`src/rtl/game_pkg.sv`:
```
// Shared types and constants for the RPG game display path.
// Holds the scene-sequencer state encoding and the well-known scene IDs.
package game_pkg;

  typedef enum logic [1:0] {
    SHOW  = 2'd0,
    PEND  = 2'd1,
    BLANK = 2'd2
  } state_t;

  localparam int SCENE_START  = 0;
  localparam int SCENE_MAZE   = 1;
  localparam int SCENE_BATTLE = 2;
  localparam int SCENE_END    = 3;

  localparam int RGB_W = 8;

endpackage

```
`src/rtl/vs_edge_detect.sv`:
```
// Detects the inactive->active transition of the selected vsync.
// i_load reseeds the previous level so a source switch cannot look like an edge.
module vs_edge_detect #(
  parameter logic VS_ACTIVE = 1'b0
) (
  input  logic clk,
  input  logic rst,
  input  logic i_level,
  input  logic i_load,
  input  logic i_load_level,
  output logic o_edge
);

  logic r_prev;

  always_ff @(posedge clk or posedge rst) begin
    if (rst) begin
      r_prev <= ~VS_ACTIVE;
    end else begin
      r_prev <= i_load ? i_load_level : i_level;
    end
  end

  assign o_edge = (i_level == VS_ACTIVE) && (r_prev != VS_ACTIVE);

endmodule

```
`src/rtl/scene_sequencer.sv`:
```
// Scene manager and VGA source selector: accepts scene-change requests and
// switches the pixel/sync source only on a frame boundary, then blanks N frames.
module scene_sequencer
  import game_pkg::*;
#(
  parameter int   NUM_SCENES   = 4,
  parameter int   SCENE_W      = 2,
  parameter int   RESET_SCENE  = 0,
  parameter int   BLANK_FRAMES = 2,
  parameter logic VS_ACTIVE    = 1'b0,
  parameter logic HS_ACTIVE    = 1'b0,
  parameter int   TIMEOUT_CYC  = 1048575
) (
  input  logic                        clk,
  input  logic                        rst,
  input  logic [NUM_SCENES*RGB_W-1:0] src_rgb,
  input  logic [NUM_SCENES-1:0]       src_hs,
  input  logic [NUM_SCENES-1:0]       src_vs,
  input  logic                        req_valid,
  input  logic [SCENE_W-1:0]          req_scene,
  output logic                        req_ready,
  output logic [RGB_W-1:0]            rgb,
  output logic                        hs,
  output logic                        vs,
  output logic [SCENE_W-1:0]          cur_scene,
  output logic                        switching,
  output logic                        req_err
);

  localparam int               TO_W       = $clog2(TIMEOUT_CYC + 1);
  localparam logic [TO_W-1:0]  TO_LAST    = TO_W'(TIMEOUT_CYC - 1);
  localparam logic [3:0]       BLANK_INIT = 4'(BLANK_FRAMES);

  state_t             r_state, w_next_state;
  logic [SCENE_W-1:0] r_cur_scene, w_next_cur;
  logic [SCENE_W-1:0] r_target, w_next_target;
  logic [3:0]         r_blank_cnt, w_next_blank;
  logic [TO_W-1:0]    r_to_cnt, w_next_to;
  logic [RGB_W-1:0]   r_rgb, w_sel_rgb;
  logic               r_hs, r_vs, r_req_err, w_next_err;
  logic               w_sel_hs, w_sel_vs, w_tgt_vs;
  logic               w_edge, w_load, w_timeout, w_accept, w_req_bad;

  // Source muxes; only legal scene indices are decoded.
  always_comb begin
    w_sel_rgb = '0;
    w_sel_hs  = ~HS_ACTIVE;
    w_sel_vs  = ~VS_ACTIVE;
    w_tgt_vs  = ~VS_ACTIVE;
    for (int i = 0; i < NUM_SCENES; i++) begin
      if (r_cur_scene == SCENE_W'(i)) begin
        w_sel_rgb = src_rgb[RGB_W*i +: RGB_W];
        w_sel_hs  = src_hs[i];
        w_sel_vs  = src_vs[i];
      end
      if (r_target == SCENE_W'(i)) begin
        w_tgt_vs = src_vs[i];
      end
    end
  end

  vs_edge_detect #(
    .VS_ACTIVE(VS_ACTIVE)
  ) u_vs_edge (
    .clk          (clk),
    .rst          (rst),
    .i_level      (w_sel_vs),
    .i_load       (w_load),
    .i_load_level (w_tgt_vs),
    .o_edge       (w_edge)
  );

  // Handshake: a request transfers on any cycle where req_valid && req_ready;
  // req_ready is high only in SHOW, and the requester holds its request until then.
  assign w_accept  = req_valid && (r_state == SHOW);
  assign w_req_bad = (int'(req_scene) >= NUM_SCENES);
  assign w_timeout = (r_to_cnt == TO_LAST);

  always_comb begin
    w_next_state  = r_state;
    w_next_cur    = r_cur_scene;
    w_next_target = r_target;
    w_next_blank  = r_blank_cnt;
    w_next_to     = r_to_cnt;
    w_next_err    = 1'b0;
    w_load        = 1'b0;
    case (r_state)
      SHOW: begin
        w_next_to = '0;
        if (w_accept) begin
          if (w_req_bad) begin
            w_next_err = 1'b1;
          end else if (req_scene != r_cur_scene) begin
            w_next_target = req_scene;
            w_next_state  = PEND;
          end
        end
      end
      PEND: begin
        if (w_edge || w_timeout) begin
          w_next_cur = r_target;
          w_load     = 1'b1;
          w_next_to  = '0;
          if (BLANK_FRAMES == 0) begin
            w_next_state = SHOW;
          end else begin
            w_next_state = BLANK;
            w_next_blank = BLANK_INIT;
          end
        end else begin
          w_next_to = r_to_cnt + TO_W'(1);
        end
      end
      BLANK: begin
        // A real boundary takes priority; the timeout only fires on a silent source.
        if (w_edge) begin
          w_next_to    = '0;
          w_next_blank = r_blank_cnt - 4'd1;
          if (r_blank_cnt == 4'd1) begin
            w_next_state = SHOW;
          end
        end else if (w_timeout) begin
          w_next_to    = '0;
          w_next_blank = '0;
          w_next_state = SHOW;
        end else begin
          w_next_to = r_to_cnt + TO_W'(1);
        end
      end
      default: begin
        w_next_state = SHOW;
        w_next_to    = '0;
        w_next_blank = '0;
      end
    endcase
  end

  always_ff @(posedge clk or posedge rst) begin
    if (rst) begin
      r_state     <= SHOW;
      r_cur_scene <= SCENE_W'(RESET_SCENE);
      r_target    <= SCENE_W'(RESET_SCENE);
      r_blank_cnt <= '0;
      r_to_cnt    <= '0;
      r_req_err   <= 1'b0;
      r_rgb       <= '0;
      r_hs        <= ~HS_ACTIVE;
      r_vs        <= ~VS_ACTIVE;
    end else begin
      r_state     <= w_next_state;
      r_cur_scene <= w_next_cur;
      r_target    <= w_next_target;
      r_blank_cnt <= w_next_blank;
      r_to_cnt    <= w_next_to;
      r_req_err   <= w_next_err;
      r_rgb       <= (r_state == BLANK) ? '0 : w_sel_rgb;
      r_hs        <= w_sel_hs;
      r_vs        <= w_sel_vs;
    end
  end

  assign req_ready = (r_state == SHOW);
  assign switching = (r_state != SHOW);
  assign rgb       = r_rgb;
  assign hs        = r_hs;
  assign vs        = r_vs;
  assign cur_scene = r_cur_scene;
  assign req_err   = r_req_err;

endmodule

```
`config.mk`:
```
export PLATFORM = sky130hd
export DESIGN_NAME = scene_sequencer
export DESIGN_NICKNAME = d
export VERILOG_FILES = /design/src/rtl/game_pkg.sv /design/src/rtl/vs_edge_detect.sv /design/src/rtl/scene_sequencer.sv
export SDC_FILE = /design/constraint.sdc
export NUM_CORES = 1
export LEC_CHECK = 0
export CAP_MARGIN = 20
export CORE_MARGIN = 4
export CORE_UTILIZATION = 48
export CTS_BUF_LIST = sky130_fd_sc_hd__clkbuf_8 sky130_fd_sc_hd__clkbuf_16
export DETAILED_ROUTE_END_ITERATION = 7
export HOLD_SLACK_MARGIN = 0.12
export PLACE_DENSITY = 0.81
export SLEW_MARGIN = 10
export SYNTH_ARGS = -nofsm -noshare
export SYNTH_HDL_FRONTEND = slang
export SYNTH_HIERARCHICAL = 1
export SYNTH_SLANG_ARGS = --single-unit
```
`constraint.sdc`:
```
create_clock -name clk -period 2.81 [get_ports clk]
set_input_delay 0.7025 -clock clk [delete_from_list [all_inputs] [get_ports clk]]
set_output_delay 0.7025 -clock clk [all_outputs]
set_load 0.005 [all_outputs]
```
==> summary.txt, run 1 <==
Logic synthesis
  • Compound-gate portion of the synthesized area: 4.66%
  • Ys flop type: dfrtp_1
  • Seq/Total Area, Yosys: 47.3%
  • Yosys cell types: 35
  • Mean Syn Cell Area: 11.2 um2
  • Post-Synthesis Cells: 195
  • Most common cell in the netlist: dfrtp_1
  • Post-synthesis adder-cell area fraction: 4.03%
  • Number of synthesized flops with an enable pin: 0
  • Area of the mapped netlist: 2180 um2
  • Synth warn: 6
  • Post-synth top area share: 43.7%
  • Synth top area cells: dfrtp_1, mux4_2, nor2_1
  • Synth top cells by count: dfrtp_1, nor2_1, inv_1, xnor2_1, mux4_2
  • Multiplexer share of the synthesized area: 14.7%
  • Post-Synth Simple-Gate Area: 17.8%
  • Synth Register Bits: 41
  • Synthesized net count: 247
  • Post-synth ARST share: 100%
  • Post-Synth XOR/XNOR Area: 8.05%
  • Synth area leader: dfrtp_1
  • Largest family of logic cells by synthesized area: simple AND/OR/NAND/NOR gates

STA
  • Final Hold Violating Endpoints: 0
  • Final setup vio count: 0
  • Rel. slew slack: 50.2%
  • Max Clk Rate: 0.416 GHz
  • Tmin final: 2.40 ns
  • Unrepaired setup endpoints after global routing: no
  • Least-Margin Pin Slew: 0.740 ns
  • Final Skew: 0.00610 ns
  • WHS: 0.510 ns
  • Final Max Tran Viols: 0
  • Sum Neg Setup Slack: 0 ns
  • Final period util: 85.6%

Critical path
  • Critical path class: input pin to register
  • Worst setup EP type: register
  • Crit path largest cell delay: 0.51 ns
  • Crit Path Max Fanout: 4
  • Crit path cell chain: clkdlybuf4s50_1, mux4_2, nor2b_1, buf_4, nand3_1, or4b_1, nand2_1
  • Slowest-stage cell, CP: mux4_2
  • Startpoint Class: input pin
  • CP top delay family: simple AND/OR/NAND/NOR gates
  • Worst path required time: 3.05 ns
  • WP buf/inv: 2
  • Data arrival, critical path: 2.64 ns

Floorplanning
  • Initial Util: 49.6%
  • Die Y: 75.3 um
  • Placement Rows: 24
  • Die Wd: 75.3 um
  • Area of the core: 4380 um2
  • Top Ports: 60
  • Die area: 5670 um2

Route
  • Wire per inst: 15.4 um
  • Via density per instance: 5.34
  • DRC violation total after the first TritonRoute iteration: 104
  • Drt drc: 0
  • Final WL: 4820 um
  • Number of vias in the routed layout: 1666
  • DR pass1 iterations: 4
  • Antenna-violating nets left: 0

Global route
  • GRT overflow: 0
  • Vias in the first global route: 1749
  • Largest net degree at the start of global routing: 36
  • Initial antenna violation count: 0
  • Overall routing resource usage: 19.2%
  • First-pass GRT wire length: 7990 um

CTS
  • Clk pin slew, worst setup/hold paths: 0.08 ns
  • Postcts setup bufs: 0
  • Hold_buf cts: 0
  • Clock Path Buffers: 2
  • Clk sinks: 41
  • Root Driver: clkbuf_8
  • CTS-repair resized insts: 0
  • CTS Buf Count: 5
  • TritonCTS clock tree: yes
  • Worst skew pair latency: 0.29 ns
  • Htree depth: 2

Layout
  • Final nets: 311
  • Antenna diode count: 0
  • Final Non-Filler Cells: 312
  • Filler Cell Count: 334
  • Fin util: 66.9%
  • Area Overhead vs Synth: 34.8%
  • Final Cell Area: 2930 um2
  • Layout cells sized above 1: 13.1%

Power and ir drop
  • Power density cells: 769 nW/um2
  • Leakage: 1.21 nW
  • Worst VDD drop: 0.550 mV

Min path
  • Hold Path Class: register to register

Flow run
  • Max-cap violation count: 0

Placement
  • Placed cell count: 304
  • DP Area: 2840 um2
  • Post-DP HPWL: 3770 um
  • I/O Buffers: 58
  • Gpl congestion: 0.770

Outcome
  • Status: complete, no violations
==> through the flow <==
step	power (mW)	setup slack (ns)
after floorplan	1.43	0.460
after global placement	1.86	0.162
after detailed placement	1.89	0.106
after CTS	2.29	0.406
after global routing	2.39	0.304
final	2.26	0.405
==> flip-flops by register name, summed over array words and instances (netlist names) <==
name	count
r_to_cnt	20
rgb	8
r_blank_cnt	4
cur_scene	2
r_state	2
r_target	2
hs	1
u_vs_edge/r_prev	1
vs	1
==> placed cells by master, fill, tap and decap left out, drive strengths merged <==
master / instances
a211oi: 3
a21boi: 1
a21oi: 3
a31oi: 1
and3: 1
buf: 5
clkbuf: 6
clkdlybuf4s50: 58
conb: 1
dfrtp: 38
dfstp: 3
ha: 7
inv: 14
mux2: 6
mux4: 11
nand2: 9
nand2b: 1
nand3: 7
nand3b: 1
nand4: 7
nor2: 33
nor2b: 9
nor3: 3
nor3b: 1
nor4: 2
o21a: 2
o21ai: 4
o311ai: 1
or4: 1
or4b: 1
xnor2: 12
xor2: 8
==> final timing paths <==
path	start	slack [ns]	end	depth (start not counted)
worst max-delay path	src_vs[3]	0.41	r_blank_cnt[3]	7
worst min-delay path	r_to_cnt[0]	0.51	r_to_cnt[0]	1
worst max register to register	cur_scene[1]	0.64	r_blank_cnt[3]	6
worst min register to register	r_to_cnt[0]	0.51	r_to_cnt[0]	1
max in group asynchronous	rst	1.41	vs	3
min in group asynchronous	rst	0.67	rgb[7]	2
==> kinds of logic after synthesis <==
| family | count (synthesis) |
|---|---|
| AO/OA/AOI/OAI | 15 |
| XOR/XNOR | 20 |
| adder cells (fa/ha/maj) | 7 |
| buffers and inverters | 18 |
| flip-flops | 41 |
| multiplexers | 17 |
| other | 1 |
| AND/OR/NAND/NOR | 76 |
==> worst register-to-register path, stage by stage, from the launching register on <==
cell and delay [ns]:
dfrtp_1 0.67, mux4_2 0.43, nor2b_1 0.18, buf_4 0.15
nand3_1 0.11, or4b_1 0.50, nand2_1 0.07
==> where the power goes <==
part           switching, mW  leakage (nW)  internal [mW]
Combinational          0.413         0.619          0.604
Clock                  0.194        0.0538          0.193
Sequential             0.103         0.533          0.748
==> per-layer routing <==
| layer | track usage, % | up-vias | part of all wire [%] |
|---|---|---|---|
| li1 | - | 792 | - |
| met5 | 0 | - | 0 |
| met3 | 6.86 | 8 | 6.2 |
| met4 | 6.41 | 0 | 1.7 |
| met2 | 33.2 | 46 | 52 |
| met1 | 22.0 | 820 | 40 |
==> cell type report <==
type | instances | area [um2] | share of cell area, %
clock buffers | 6 | 82.6 | 2.81
clock inverters | 2 | 7.51 | 0.256
repair buffers | 63 | 631 | 21.5
well taps | 52 | 65.1 | 2.22
multi-input cells | 136 | 1070 | 36.6
flip-flops and latches | 41 | 1030 | 35.1
inverters | 12 | 45.0 | 1.54
(Power assumes the default switching activity.)
==> inputs of run 2 (changes only) <==
Settings changed: CORE_UTILIZATION 48 to 35, CTS_CLUSTER_DIAMETER from default to 120, PLACE_DENSITY 0.81 to 0.62.
==> run 2 against run 1 <==
  * Utilization decreased by 16 points
  * Non-clock buffer count unchanged
  * Final cell count up 7.4%
  * Routed wire length is 2.8% lower
  * Largest power group unchanged
==> summary.txt, run 2 (synthesis results as in run 1) <==
Outcome
  • Status: complete, no violations

Critical path
  • Crit path largest cell delay: 0.53 ns
  • Data arrival, critical path: 1.69 ns
  • Worst path required time: 2.11 ns
  • CP top delay family: buffers and inverters
  • WP buf/inv: 3
  • Slowest-stage cell, CP: clkdlybuf4s50_1
  • Crit Path Max Fanout: 5
  • Top cell by count, worst path: inv_1
  • Critical path class: register to primary output
  • Worst setup EP type: primary output
  • Crit path cell chain: inv_1, ha_1, inv_1, clkdlybuf4s50_1
  • Startpoint Class: register

CTS
  • CTS-repair resized insts: 0
  • Htree depth: 2
  • Clk pin slew, worst setup/hold paths: 0.08 ns
  • Root Driver: clkbuf_8
  • Clk sinks: 41
  • CTS Buf Count: 5
  • TritonCTS clock tree: yes
  • Hold_buf cts: 0
  • Postcts setup bufs: 0
  • Worst skew pair latency: 0.30 ns
  • Clock Path Buffers: 2

Floorplanning
  • Die Wd: 86.8 um
  • Die Y: 86.8 um
  • Top Ports: 60
  • Placement Rows: 28
  • Area of the core: 5990 um2
  • Die area: 7540 um2
  • Initial Util: 36.3%

Route
  • Number of vias in the routed layout: 1623
  • Drt drc: 0
  • Final WL: 4680 um
  • Antenna-violating nets left: 0
  • DRC violation total after the first TritonRoute iteration: 30
  • Via density per instance: 4.84
  • DR pass1 iterations: 4
  • Wire per inst: 14.0 um

STA
  • Final Max Tran Viols: 0
  • Final Skew: 0.0116 ns
  • Max Clk Rate: 0.417 GHz
  • Rel. slew slack: 51.0%
  • Unrepaired setup endpoints after global routing: no
  • Sum Neg Setup Slack: 0 ns
  • Least-Margin Pin Slew: 0.728 ns
  • Tmin final: 2.40 ns
  • WHS: 0.520 ns
  • Final Hold Violating Endpoints: 0
  • Final period util: 85.3%
  • Final setup vio count: 0
  • Final WS setup: 0.413 ns

Layout
  • Layout cells sized above 1: 13.8%
  • Max FFs per register: 20
  • Most common cell after layout, fill and taps aside: clkdlybuf4s50_1
  • Filler Cell Count: 531
  • Final Cell Area: 3020 um2
  • Antenna diode count: 0
  • Top reg by flops: r_to_cnt
  • Commonest non-fill, non-tap cells in the layout: clkdlybuf4s50_1, dfrtp_1, nor2_1
  • Final nets: 311
  • Area Overhead vs Synth: 38.9%

Global route
  • First-pass GRT wire length: 7960 um
  • Initial antenna violation count: 0
  • GRT overflow: 0
  • Overall routing resource usage: 13.7%
  • Vias in the first global route: 1777
  • Largest net degree at the start of global routing: 28

Min path
  • Hold Path Class: register to register

Placement
  • Gpl congestion: 0.778
  • I/O Buffers: 58
  • Post-DP HPWL: 3570 um
  • Setup WS pre-CTS: 0.125 ns
  • DP Area: 2890 um2

Power and ir drop
  • Worst VDD drop: 0.405 mV
  • Pwr Total: 2.44 mW
  • Leakage: 1.23 nW
  • Power density cells: 807 nW/um2

Flow run
  • Max-cap violation count: 0
[run 2: changes by cell type in the layout (fill, tap and decap cells not counted)]
cell | previous run | this run
inv_1 | 14 | 12
bufinv_16 | 0 | 2
inv_6 | 0 | 1
clkbuf_8 | 6 | 5
buf_4 | 4 | 3
buf_12 | 1 | 2
[run 2: path summary, 6_finish.rpt]
path                       depth (start not counted)  slack (ns)    startpoint                to
max                                                4        0.41    r_state[0]         switching
min                                                1        0.52   r_to_cnt[0]       r_to_cnt[0]
max reg2reg                                        7        0.67  cur_scene[1]  u_vs_edge/r_prev
min reg2reg                                        1        0.52   r_to_cnt[0]       r_to_cnt[0]
max in group asynchronous                          3        1.36           rst                vs
min in group asynchronous                          2        0.75           rst  u_vs_edge/r_prev
[run 2: worst reg2reg max path: cells and delay by family, from the launching register on]
family / cells / cell delay (ns)
mux: 2 / 0.73
simple gates: 2 / 0.38
flops: 1 / 0.67
compound gates: 1 / 0.06
buf+inv: 2 / 0.23
[run 2: per-stage QoR]
step	cells	util (%)
detailed placement	327	48.2
finish	335	50.5
floorplan	195	-
CTS	335	50.5
global placement	327	48.2
global route	335	50.5
[run 2: final cells by class]
| cell class | instances | area, um2 | share of cell area, % |
|---|---|---|---|
| multi-input cells | 136 | 1070 | 35.5 |
| flip-flops and latches | 41 | 1030 | 34.1 |
| repair buffers | 63 | 643 | 21.3 |
| well taps | 75 | 93.8 | 3.10 |
| clock buffers | 5 | 68.8 | 2.28 |
| clock inverters | 3 | 68.8 | 2.28 |
| inverters | 12 | 45.0 | 1.49 |
[run 2: power by group]
part / switching [mW] / leakage (nW) / internal [mW] / total [mW]
Sequential: 0.102 / 0.533 / 0.748 / 0.850
Combinational: 0.405 / 0.623 / 0.605 / 1.01
Clock: 0.222 / 0.0687 / 0.358 / 0.579
Total: 0.729 / 1.23 / 1.71 / 2.44
[run 2: metal layers]
layer	vias to the layer above	share of wire [%]	track usage, %
met5	-	0	0
met4	0	2.2	6.09
met3	10	4.3	3.80
met2	36	50	23.7
met1	779	43	15.8
li1	798	-	-
==> inputs of run 3 (changes only) <==
Settings changed: CORE_MARGIN 4 to default.
==> run 3 against run 2 <==
  * Sequential power shrank 3.3%
  * Fmax shrank 3.2%
  * Worst setup slack lost 0.079 ns
  * Largest power group unchanged
  * Highest routed layer unchanged
  * Critical path depth grew 3
==> summary.txt, run 3 (synthesis results as in run 1) <==
Critical path
  • Worst path required time: 3.04 ns
  • CP startpoint: src_vs[3]
  • Critical path class: input pin to register
  • Startpoint Class: input pin
  • Data arrival, critical path: 2.70 ns
  • Worst setup EP type: register
  • Worst r2r src: cur_scene[0]
  • Crit Path Max Fanout: 5

Layout
  • Top reg by flops: r_to_cnt
  • Most common cell after layout, fill and taps aside: clkdlybuf4s50_1
  • Final Non-Filler Cells: 336
  • Commonest non-fill, non-tap cells in the layout: clkdlybuf4s50_1, dfrtp_1, nor2_1
  • Filler Cell Count: 553
  • Antenna diode count: 0
  • Fin util: 50.4%
  • Area Overhead vs Synth: 38.1%
  • Max FFs per register: 20
  • Layout cells sized above 1: 14.2%
  • Final nets: 313
  • Final Cell Area: 3000 um2

STA
  • Max Clk Rate: 0.404 GHz
  • Final period util: 88.1%
  • Final Hold Violating Endpoints: 0
  • Rel. slew slack: 49.3%
  • Final Skew: 0.00677 ns
  • Unrepaired setup endpoints after global routing: no
  • Final WS setup: 0.334 ns
  • WHS: 0.535 ns
  • Final setup vio count: 0
  • Tmin final: 2.48 ns
  • Sum Neg Setup Slack: 0 ns
  • Least-Margin Pin Slew: 0.754 ns
  • Final Max Tran Viols: 0

Route
  • Final WL: 4550 um
  • Drt drc: 0
  • DR pass1 iterations: 4
  • DRC violation total after the first TritonRoute iteration: 69
  • Wire per inst: 13.5 um
  • Number of vias in the routed layout: 1618
  • Antenna-violating nets left: 0
  • Via density per instance: 4.82

Global route
  • Overall routing resource usage: 15.9%
  • Initial antenna violation count: 0
  • First-pass GRT wire length: 7920 um
  • Vias in the first global route: 1722
  • Largest net degree at the start of global routing: 29
  • GRT overflow: 0

Floorplanning
  • Die Wd: 80.8 um
  • Die area: 6540 um2
  • Initial Util: 36.5%
  • Top Ports: 60
  • Placement Rows: 28
  • Die Y: 80.8 um
  • Area of the core: 5960 um2

CTS
  • CTS-repair resized insts: 0
  • Worst skew pair latency: 0.28 ns
  • Root Driver: clkbuf_8
  • Postcts setup bufs: 0
  • TritonCTS clock tree: yes
  • Hold_buf cts: 0
  • Clk pin slew, worst setup/hold paths: 0.08 ns
  • Htree depth: 2
  • Clk sinks: 41
  • CTS Buf Count: 5
  • Clock Path Buffers: 2

Min path
  • Hold Path Class: register to register
  • Startpoint of the worst hold path: r_to_cnt[0]

Placement
  • Placed cell count: 329
  • DP Area: 2900 um2
  • I/O Buffers: 58
  • Post-DP HPWL: 3500 um
  • Setup WS pre-CTS: 0.0316 ns
  • Gpl congestion: 0.753

Power and ir drop
  • Pwr Total: 2.34 mW
  • Clock Power Share: 19.3%
  • Gate power share: 45.5%
  • Worst VDD drop: 0.541 mV
  • Net Sw Frac: 30.1%
  • Switching power: 703 uW
  • Power density cells: 777 nW/um2
  • Leakage: 1.22 nW
  • Sequential Power Share: 35.2%
  • Pint: 1.63 mW

Flow run
  • Max-cap violation count: 0

Outcome
  • Status: complete, no violations
[run 3: cell count changes in the layout (fill, tap and decap cells not counted)]
cell	change
clkinv_2	+1
bufinv_16	-1
inv_6	-1
buf_4	+2
[run 3: metal layers]
| metal | up-vias | part of all wire [%] | global-route usage, % |
|---|---|---|---|
| li1 | 804 | - | - |
| met1 | 782 | 47 | 20.7 |
| met2 | 26 | 48 | 26.1 |
| met3 | 6 | 2.5 | 2.92 |
| met4 | 0 | 1.9 | 6.25 |
| met5 | - | 0 | 0 |
[run 3: critical path: stages]
cell and delay (ns):
clkdlybuf4s50_1 0.41, mux4_2 0.49, nor2b_1 0.28, o21a_1 0.19
a31oi_2 0.04, or4b_1 0.51, nand2_1 0.07
[run 3: final timing paths]
| check | slack (ns) | cells past startpoint | end |
|---|---|---|---|
| max | 0.33 | 7 | r_blank_cnt[3] |
| min reg2reg | 0.53 | 1 | r_to_cnt[0] |
| max reg2reg | 0.77 | 6 | r_blank_cnt[3] |
| min | 0.53 | 1 | r_to_cnt[0] |
| max in group asynchronous | 1.39 | 3 | vs |
| min in group asynchronous | 0.75 | 2 | u_vs_edge/r_prev |
[run 3: power by group through the flow]
stage | Combinational, mW | Sequential [mW] | Clock, mW
6_report | 1.06 | 0.822 | 0.452
5_1_grt | 1.17 | 0.838 | 0.493
4_1_cts | 1.08 | 0.825 | 0.470
3_5_place_dp | 1.07 | 0.836 | 0
3_3_place_gp | 1.07 | 0.834 | 0
2_1_floorplan | 0.595 | 0.837 | 0
[run 3: layout make-up]
| type | count | area (um2) | area share [%] |
|---|---|---|---|
| inverter | 12 | 45.0 | 1.50 |
| sequential | 41 | 1030 | 34.3 |
| clock buffer | 5 | 68.8 | 2.29 |
| tap | 75 | 93.8 | 3.12 |
| timing repair buffer | 65 | 658 | 21.9 |
| multi-input combinational | 136 | 1070 | 35.7 |
| clock inverter | 2 | 35.0 | 1.17 |
